--- config.mk ---
export PLATFORM = sky130hd
export DESIGN_NAME = wb_arbiter
export DESIGN_NICKNAME = d
export VERILOG_FILES = /design/src/rtl/wb_arbiter.sv
export SDC_FILE = /design/constraint.sdc
export NUM_CORES = 1
export LEC_CHECK = 0
export ABC_AREA = 1
export BUFFER_PORTS_ARGS = -buffer_cell sky130_fd_sc_hd__buf_2
export CORE_MARGIN = 2
export CORE_UTILIZATION = 50
export CTS_BUF_LIST = sky130_fd_sc_hd__clkbuf_4
export DETAILED_ROUTE_END_ITERATION = 7
export GPL_TIMING_DRIVEN = 0
export PLACE_DENSITY = 0.84
export SKIP_CTS_REPAIR_TIMING = 1
export SKIP_LAST_GASP = 1
export SLEW_MARGIN = 10
export SYNTH_ARGS = -nofsm -noshare
export SYNTH_HDL_FRONTEND = slang
export SYNTH_SLANG_ARGS = --single-unit
--- constraint.sdc ---
create_clock -name clk -period 5.5 [get_ports clk]
set_input_delay 0.55 -clock clk [delete_from_list [all_inputs] [get_ports clk]]
set_output_delay 0.55 -clock clk [all_outputs]
set_load 0.02 [all_outputs]
--- src/rtl/wb_arbiter.sv ---
// wb_arbiter
//   Round-robin arbiter for the single register-file writeback port shared
//   by the execution-unit controllers (ALU, mul/div, load/store, CSR).
//   Each unit pulls its active-low request low together with the destination
//   register it is about to write. One winner per cycle is acknowledged
//   combinationally. The winner is then registered as a one-hot writeback-mux
//   select for the following cycle, in which the granted unit drives the data.
//
// Parameters
//   REQ      number of requesting execution units (2..8)
//   RF_ADDR  register-file index width
//   CNT      statistics counter width (present only with WB_ARB_STATS_EN)
//
// Ports
//   clk          clock
//   reset_       asynchronous reset, active-low
//   flush_       pipeline flush, active-low; suppresses all grants
//   req_         per-unit writeback request, active-low
//   pre_rd       per-unit pending destination register, slice i = [i*RF_ADDR +: RF_ADDR]
//   ack_         per-unit grant, active-low, same cycle as the request
//   grant_       active-low, low when any ack_ bit is low
//   grant_rd     destination register of the current winner, 0 when idle
//   wb_sel       registered one-hot select of the unit writing back this cycle
//   wb_valid_    registered, active-low, low when wb_sel is non-zero
//   rr_ptr       current round-robin priority index
//   grant_cnt    (WB_ARB_STATS_EN) per-unit saturating grant counters
//   conflict_cnt (WB_ARB_STATS_EN) saturating count of cycles with 2+ requesters
//
// Optional feature macro: WB_ARB_STATS_EN adds the statistics counters.
// Arbitration behaves identically with or without it.

module wb_arbiter #(
  parameter int REQ     = 4,
  parameter int RF_ADDR = 5
`ifdef WB_ARB_STATS_EN
  ,
  parameter int CNT     = 32
`endif
) (
  input  logic                     clk,
  input  logic                     reset_,
  input  logic                     flush_,
  input  logic [REQ-1:0]           req_,
  input  logic [REQ*RF_ADDR-1:0]   pre_rd,
  output logic [REQ-1:0]           ack_,
  output logic                     grant_,
  output logic [RF_ADDR-1:0]       grant_rd,
  output logic [REQ-1:0]           wb_sel,
  output logic                     wb_valid_,
  output logic [$clog2(REQ)-1:0]   rr_ptr
`ifdef WB_ARB_STATS_EN
  ,
  output logic [REQ*CNT-1:0]       grant_cnt,
  output logic [CNT-1:0]           conflict_cnt
`endif
);

  localparam int PTR_W = $clog2(REQ);

  logic [REQ-1:0]   grant_vec;
  logic             found;
  logic [PTR_W-1:0] winner;
  logic [PTR_W-1:0] next_ptr;
  logic [PTR_W:0]   scan_sum;
  logic [PTR_W-1:0] scan_idx;

  // Round-robin search: walk the units starting at rr_ptr and wrapping
  // modulo REQ; the first low request wins. The sum is kept one bit wider
  // than the pointer so the wrap also works when REQ is not a power of two.
  // Reset and flush both gate the search, so no ack_ can leak out while the
  // arbiter is being cleared.
  always_comb begin
    found    = 1'b0;
    winner   = '0;
    scan_sum = '0;
    scan_idx = '0;
    if (reset_ && flush_) begin
      for (int k = 0; k < REQ; k++) begin
        scan_sum = {1'b0, rr_ptr} + (PTR_W+1)'(k);
        if (scan_sum >= (PTR_W+1)'(REQ))
          scan_sum = scan_sum - (PTR_W+1)'(REQ);
        scan_idx = scan_sum[PTR_W-1:0];
        if (!found && !req_[scan_idx]) begin
          found  = 1'b1;
          winner = scan_idx;
        end
      end
    end
  end

  // Decode the winner into the one-hot grant vector and pick out its pending
  // destination register for early bypass and wakeup. Both stay zero when
  // there is no winner.
  always_comb begin
    grant_vec = '0;
    grant_rd  = '0;
    if (found)
      grant_vec[winner] = 1'b1;
    for (int i = 0; i < REQ; i++) begin
      if (grant_vec[i])
        grant_rd = pre_rd[i*RF_ADDR +: RF_ADDR];
    end
  end

  assign ack_     = ~grant_vec;
  assign grant_   = ~found;
  assign next_ptr = (winner == PTR_W'(REQ-1)) ? '0 : winner + 1'b1;

  // Priority pointer and writeback select. The pointer moves just past the
  // winner so that unit becomes lowest priority next cycle. A cycle with no
  // grant (idle or flushed) leaves the pointer alone and clears the select.
  always_ff @(posedge clk or negedge reset_) begin
    if (!reset_) begin
      rr_ptr    <= '0;
      wb_sel    <= '0;
      wb_valid_ <= 1'b1;
    end else begin
      wb_sel    <= grant_vec;
      wb_valid_ <= ~found;
      if (found)
        rr_ptr <= next_ptr;
    end
  end

`ifdef WB_ARB_STATS_EN
  logic multi_req;

  assign multi_req = flush_ && ($countones(~req_) >= 2);

  // Saturating statistics counters. They are cleared only by reset, so a
  // flush does not lose the history collected so far.
  always_ff @(posedge clk or negedge reset_) begin
    if (!reset_) begin
      grant_cnt    <= '0;
      conflict_cnt <= '0;
    end else begin
      for (int i = 0; i < REQ; i++) begin
        if (grant_vec[i] && (grant_cnt[i*CNT +: CNT] != {CNT{1'b1}}))
          grant_cnt[i*CNT +: CNT] <= grant_cnt[i*CNT +: CNT] + 1'b1;
      end
      if (multi_req && (conflict_cnt != {CNT{1'b1}}))
        conflict_cnt <= conflict_cnt + 1'b1;
    end
  end
`endif

endmodule

==> results of run 1 <==
==> state kept, by name, indices dropped and copies added (netlist names) <==
signal and cells:
wb_sel 4, rr_ptr 2, wb_valid_ 1
==> cell families after synthesis <==
| group | Yosys count |
|---|---|
| adders and majority gates | 2 |
| AOI/OAI and AO/OA | 6 |
| and+or+nand+nor | 106 |
| DFF | 7 |
| buffers and inverters | 24 |
==> worst max-delay path: stages (launching register included) <==
cell and delay [ns]:
dfrtp_1 0.42, inv_2 0.16, nand2_1 0.07, nand2_1 0.12, nand2_1 0.10, nand2_4 0.09
nand3_2 0.07, nand2_2 0.14, inv_4 0.08, nand2_4 0.10, ha_1 0.15, inv_1 0.05
nor2_2 0.19, inv_2 0.13, nor2_1 0.12, nor2_1 0.06, nand2_1 0.06, nand2_1 0.04
buf_2 0.15
==> cell type report <==
type,count,area [um2]
Multi-Input combinational cell,114,579.3
Fill cell,147,540.5
Timing Repair Buffer,43,215.2
Sequential cell,7,176.4
Inverter,22,85.08
Clock buffer,4,30.03
Buffer,2,22.52
Tap cell,17,21.27
==> power groups by stage <==
stage | sequential, mW | combinational [mW] | clock, mW
2_1_floorplan | 0.0887 | 0.268 | 0
3_3_place_gp | 0.0740 | 0.352 | 0
3_5_place_dp | 0.0748 | 0.362 | 0
4_1_cts | 0.0742 | 0.364 | 0.0517
5_1_grt | 0.0762 | 0.401 | 0.0576
6_report | 0.0742 | 0.361 | 0.0502
==> layer usage <==
| layer | global-route usage [%] | part of all wire, % | vias up |
|---|---|---|---|
| met2 | 43.10 | 56 | 38 |
| met4 | 5.294 | 0 | 0 |
| li1 | - | - | 535 |
| met1 | 25.97 | 38 | 459 |
| met3 | 2.778 | 5.7 | 0 |
| met5 | 0 | 0 | - |
==> Yosys cell counts (all sizes together) <==
| cell type | n |
|---|---|
| and2 | 1 |
| nor2 | 18 |
| o21ai | 2 |
| dfstp | 1 |
| ha | 2 |
| inv | 22 |
| a21oi | 4 |
| buf | 2 |
| nand4 | 1 |
| dfrtp | 6 |
| nand3 | 18 |
| nand2 | 68 |
==> cell usage in the layout, fill, tap and decap left out, types with 2 or more instances in the layout <==
cell	n
a21oi_1	2
a21oi_2	2
dfrtp_1	6
nand3_1	15
nand2_1	55
nand2_2	9
clkbuf_4	4
nand2_4	4
nor2_1	16
nand3_2	2
inv_1	17
buf_2	43
ha_1	2
buf_6	2
inv_2	4
==> worst max-delay path by stage <==
stage,startpoint,endpoint,slack (ns),depth (start not counted)
floorplan,rr_ptr[0]$_DFFE_PN0N_,grant_rd[1],2.75,15
global placement,req_[2],grant_rd[0],2.63,17
detailed placement,req_[2],grant_rd[0],2.57,17
CTS,rr_ptr[0]$_DFFE_PN0N_,grant_rd[0],2.39,18
global route,rr_ptr[0]$_DFFE_PN0N_,grant_rd[3],2.19,18
finish,rr_ptr[0]$_DFFE_PN0N_,grant_rd[0],2.42,18
==> results.sh, run 1 <==
export IMPL_synthSimpleGateAreaFrac_pct=59.42
export IMPL_whs_ns=0.1326
export IMPL_setup_viol=0
export IMPL_cts_buffers=3
export IMPL_grt_pass1_vias=892
export IMPL_leakagePower_nw=0.7237
export IMPL_yosys_area_top_type="nand2_1"
export IMPL_pin_count=44
export IMPL_wire_per_inst_um=9.847
export IMPL_grt_pass1_wl_um=3505
export IMPL_syn_avg_cell_area_um2=5.954
export IMPL_synth_top_family_by_area="simple AND/OR/NAND/NOR gates"
export IMPL_drt_pass1_iterations=4
export IMPL_final_area_um2=1130
export IMPL_path_max_fanout=10
export IMPL_reg2reg_depth=12
export IMPL_cts_tree="done"
export IMPL_finish_net_count=222
export IMPL_rrSetupSlack_ns=3.65
export IMPL_clkSinkCount=7
export IMPL_dieArea_um2=2075
export IMPL_place_gp_congestion=0.8694
export IMPL_numPortBuffers=43
export IMPL_irDropWorstVdd_v=0.0002733
export IMPL_postSynthCellCount=145
export IMPL_synth_area_leaders="nand2_1 24%, dfrtp_1 17%, nand3_1 8.7%, inv_1 7.4%, nor2_1 7.0%"
export IMPL_seq_area_frac_synth_pct=20.43
export IMPL_slew_headroom_pct=86.00
export IMPL_status="finished, final reports clean"
export IMPL_hp_class="primary input to async pin"
export IMPL_dieHeight_um=45.56
export IMPL_power_frac_seq_pct=15.3
export IMPL_r2r_end="rr_ptr[1]$_DFFE_PN0N_"
export IMPL_clk_path_buf_depth=2
export IMPL_final_max_slew_viol_count=0
export IMPL_route_detailed_drc=0
export IMPL_synth_cell_types=22
export IMPL_diodes=0
export IMPL_drive_gt1_share_pct=40.10
export IMPL_p_sw_share_pct=54.79
export IMPL_postRouteAntennaNets=0
export IMPL_worst_pin_slew_ns=0.2101
export IMPL_synthXorXnorAreaFrac_pct=0
export IMPL_cp_start_kind="register"
export IMPL_initial_utilization_pct=51.69
export IMPL_dp_cells=205
export IMPL_placed_area_um2=1100
export IMPL_p_int_mw=0.2194
export IMPL_grt_overflow=0
export IMPL_wirelength_um=2058
export IMPL_combPwrFrac_pct=74.4
export IMPL_die_x_um=45.56
export IMPL_period_share_pct=56.02
export IMPL_syn_num_nets=174
export IMPL_fmax_mhz=324.6
export IMPL_post_dp_hpwl_um=1731
export IMPL_clock_latency_ns=0.24
export IMPL_fin_setup_tns_ns=0
export IMPL_critical_path_required_ns=4.95
export IMPL_end_kind="output port"
export IMPL_synth_adder_area_share_pct=2.899
export IMPL_critPathKind="register to output port"
export IMPL_num_vias=1032
export IMPL_avgViaCountPerCell=4.938
export IMPL_crit_reg2reg_launch="rr_ptr[0]$_DFFE_PN0N_"
export IMPL_power_switching_mw=0.2659
export IMPL_p_per_area_nw_per_um2=429.5
export IMPL_yosys_warnings=0
export IMPL_fp_row_count=15
export IMPL_grt_usage_pct=22.55
export IMPL_core_um2=1670
export IMPL_final_core_util_pct=67.64
export IMPL_hold_viol_final=0
export IMPL_period_needed_ns=3.081
export IMPL_synth_seq_cells=7
export IMPL_p_total_mw=0.4853
export IMPL_drt_iter0_drc=19
export IMPL_syn_to_final_growth_pct=30.87
export IMPL_htree_levels=1
export IMPL_antenna_found_initial=0
export IMPL_cap_violations=0
export IMPL_setup_ws_ns=2.419
export IMPL_grt_max_degree=11
export IMPL_final_cells=209
export IMPL_syn_area_um2=863.3
export IMPL_synth_top_area_share_pct=23.91
export IMPL_clk_pin_slew_ns=0.05
export IMPL_synth_compound_area_share_pct=4.783
export IMPL_cts_root_buffer="clkbuf_4"
export IMPL_rsz0062_at_grt="false"
export IMPL_skew_ns=0.002016
export IMPL_cp_arrival_ns=2.53
export IMPL_synth_area_mux_share_pct=0
export IMPL_preCtsSetupSlack_ns=2.574
export IMPL_clockPowerShare_pct=10.3
Power figures use the tool's default switching activity.
==> inputs of run 2 (changes only) <==
Settings changed: ABC_AREA 1 to 0, CORE_UTILIZATION 50 to 36, PLACE_DENSITY 0.84 to 0.73.
Clock period 5.5 ns to 2.79 ns, I/O delays scaled along.
==> results.sh, run 2 <==
export IMPL_hp_class="primary input to async pin"
export IMPL_grt_overflow=0
export IMPL_p_per_area_nw_per_um2=441.1
export IMPL_wirelength_um=1683
export IMPL_whs_ns=0.4627
export IMPL_core_um2=1506
export IMPL_drt_iter0_drc=12
export IMPL_period_share_pct=97.22
export IMPL_reg2reg_depth=8
export IMPL_clock_latency_ns=0.25
export IMPL_grt_max_degree=11
export IMPL_cp_top_family="compound AO/OA/AOI/OAI gates"
export IMPL_die_x_um=44.07
export IMPL_clk_path_buf_depth=2
export IMPL_fmax_mhz=368.7
export IMPL_synth_most_common_cell="nand2_1"
export IMPL_fill_cells=146
export IMPL_largest_register="wb_sel"
export IMPL_dieArea_um2=1942
export IMPL_synth_common_cells="10 x nand2_1, 8 x nor2_1"
export IMPL_cp_arrival_ns=2.43
export IMPL_skew_ns=0.003201
export IMPL_num_vias=734
export IMPL_critical_path_required_ns=2.51
export IMPL_synth_cell_types=26
export IMPL_placed_area_um2=813.3
export IMPL_synth_top_area_share_pct=25.97
export IMPL_critPathKind="register to output port"
export IMPL_final_max_slew_viol_count=0
export IMPL_status="finished, final reports clean"
export IMPL_pin_count=44
export IMPL_drive_gt1_share_pct=48.39
export IMPL_worstPathCellList="or2_1, a21oi_1, or3_4, inv_1, ha_1, clkbuf_4, a211o_1, a32o_1, buf_2"
export IMPL_period_needed_ns=2.712
export IMPL_p_total_mw=0.4024
export IMPL_seq_area_frac_synth_pct=30.52
export IMPL_clkSinkCount=7
export IMPL_cp_start_kind="register"
export IMPL_dieHeight_um=44.07
export IMPL_syn_area_um2=578.1
export IMPL_hold_viol_final=0
export IMPL_synth_area_leaders="dfrtp_1 26%, a211o_1 9.1%, a32o_1 8.7%, nand2_1 6.5%, nand2b_1 6.5%"
export IMPL_syn_avg_cell_area_um2=8.142
export IMPL_finish_net_count=154
export IMPL_yosys_warnings=0
export IMPL_yosys_area_top_type="dfrtp_1"
export IMPL_avgViaCountPerCell=5.243
export IMPL_async_reset_ff_share_pct=100.0
export IMPL_synth_edf_count=0
export IMPL_fp_row_count=14
export IMPL_place_gp_congestion=0.7855
export IMPL_post_dp_hpwl_um=1224
export IMPL_synth_seq_cells=7
export IMPL_diodes=0
export IMPL_syn_to_final_growth_pct=57.79
export IMPL_grt_usage_pct=15.68
export IMPL_cap_violations=0
export IMPL_clk_pin_slew_ns=0.05
export IMPL_synth_ff_type="dfrtp_1"
export IMPL_cts_buffers=3
export IMPL_largest_reg_flops=4
export IMPL_grt_pass1_vias=567
export IMPL_numPortBuffers=43
export IMPL_antenna_found_initial=0
export IMPL_final_area_um2=912.1
export IMPL_syn_num_nets=100
export IMPL_critPathMaxStageDelay_ns=0.45
export IMPL_layout_commonest_cell="buf_2"
export IMPL_drt_pass1_iterations=4
export IMPL_mostFrequentLayoutCells="44 x buf_2, 10 x nand2_1, 8 x nor2_1"
export IMPL_r2r_end="wb_sel[2]$_DFF_PN0_"
export IMPL_slew_headroom_pct=78.21
export IMPL_postRouteAntennaNets=0
export IMPL_wire_per_inst_um=12.02
export IMPL_postSynthCellCount=71
export IMPL_htree_levels=1
export IMPL_grt_pass1_wl_um=2270
export IMPL_path_max_fanout=10
export IMPL_irDropWorstVdd_v=0.0001608
export IMPL_slowest_stage="dfrtp_2"
export IMPL_top_regs="wb_sel x4, rr_ptr x2, wb_valid_ x1"
export IMPL_cts_tree="done"
export IMPL_cts_root_buffer="clkbuf_4"
export IMPL_end_kind="output port"
export IMPL_worst_pin_slew_ns=0.3265
export IMPL_rrSetupSlack_ns=0.97
export IMPL_crit_buf_inv=3
export IMPL_setup_viol=0
export IMPL_crit_reg2reg_launch="rr_ptr[1]$_DFFE_PN0N_"
export IMPL_route_detailed_drc=0
export IMPL_leakagePower_nw=0.5178
export IMPL_initial_utilization_pct=38.37
## run 2: cell count changes after synthesis, sizes merged, moves of 2 or more
cell,delta
a211o,+6
a21oi,-3
a32o,+5
and4b,+2
inv,-16
nand2,-58
nand2b,+6
nand3,-17
nor2,-9
nor2b,+2
o21a,+2
or2,+2
## run 2: report_power, final
group	switching (mW)	internal [mW]
combinational	0.0922	0.0861
clock	0.0347	0.0641
sequential	0.0123	0.113
total	0.139	0.263
## run 2: cell type report
cell class              instances  area, um2  share of cell area, %
inverters                       6      22.52                  2.469
well taps                      16      20.02                  2.195
flip-flops and latches          7      178.9                  19.62
repair buffers                 49      265.3                  29.08
plain buffers                   2      12.51                  1.372
clock buffers                   4      30.03                  3.292
multi-input cells              56      382.9                  41.98
## run 2: per-layer routing
| metal | track usage, % | up-vias | wire (um) |
|---|---|---|---|
| met3 | 2.857 | 6 | 77 |
| met4 | 12.12 | 0 | 38 |
| li1 | - | 360 | - |
| met1 | 19.24 | 340 | 729 |
| met5 | 0 | - | 0 |
| met2 | 24.12 | 28 | 837 |
## run 2: kinds of logic after synthesis
kind of cell | Yosys count | synth area share (%)
buffers and inverters | 8 | 5.410
and+or+nand+nor | 37 | 34.42
DFF | 7 | 30.52
AOI/OAI and AO/OA | 17 | 25.32
adders and majority gates | 2 | 4.328
## run 2: stage by stage
| step | setup slack [ns] | util, % | setup TNS, ns | instances |
|---|---|---|---|---|
| after global placement | 0.1523 | 53.99 | 0 | 130 |
| after CTS | -0.07328 | 55.98 | -0.2964 | 134 |
| after floorplan | 0.3400 | - | 0 | 71 |
| after detailed placement | 0.1786 | 53.99 | 0 | 130 |
| after global routing | -0.01685 | 60.55 | -0.03828 | 140 |
| final | 0.07758 | 60.55 | 0 | 140 |
## run 2: how the worst max path moves through the flow
| stage | end | startpoint | slack (ns) | cells after the start |
|---|---|---|---|---|
| 2_1_floorplan | grant_rd[0] | rr_ptr[1]$_DFFE_PN0N_ | 0.34 | 8 |
| 5_1_grt | grant_rd[4] | rr_ptr[0]$_DFFE_PN0N_ | -0.02 | 9 |
| 6_report | grant_rd[4] | rr_ptr[0]$_DFFE_PN0N_ | 0.08 | 9 |
| 3_5_place_dp | grant_rd[4] | reset_ | 0.18 | 9 |
| 3_3_place_gp | grant_rd[4] | reset_ | 0.15 | 9 |
| 4_1_cts | grant_rd[0] | rr_ptr[1]$_DFFE_PN0N_ | -0.07 | 9 |
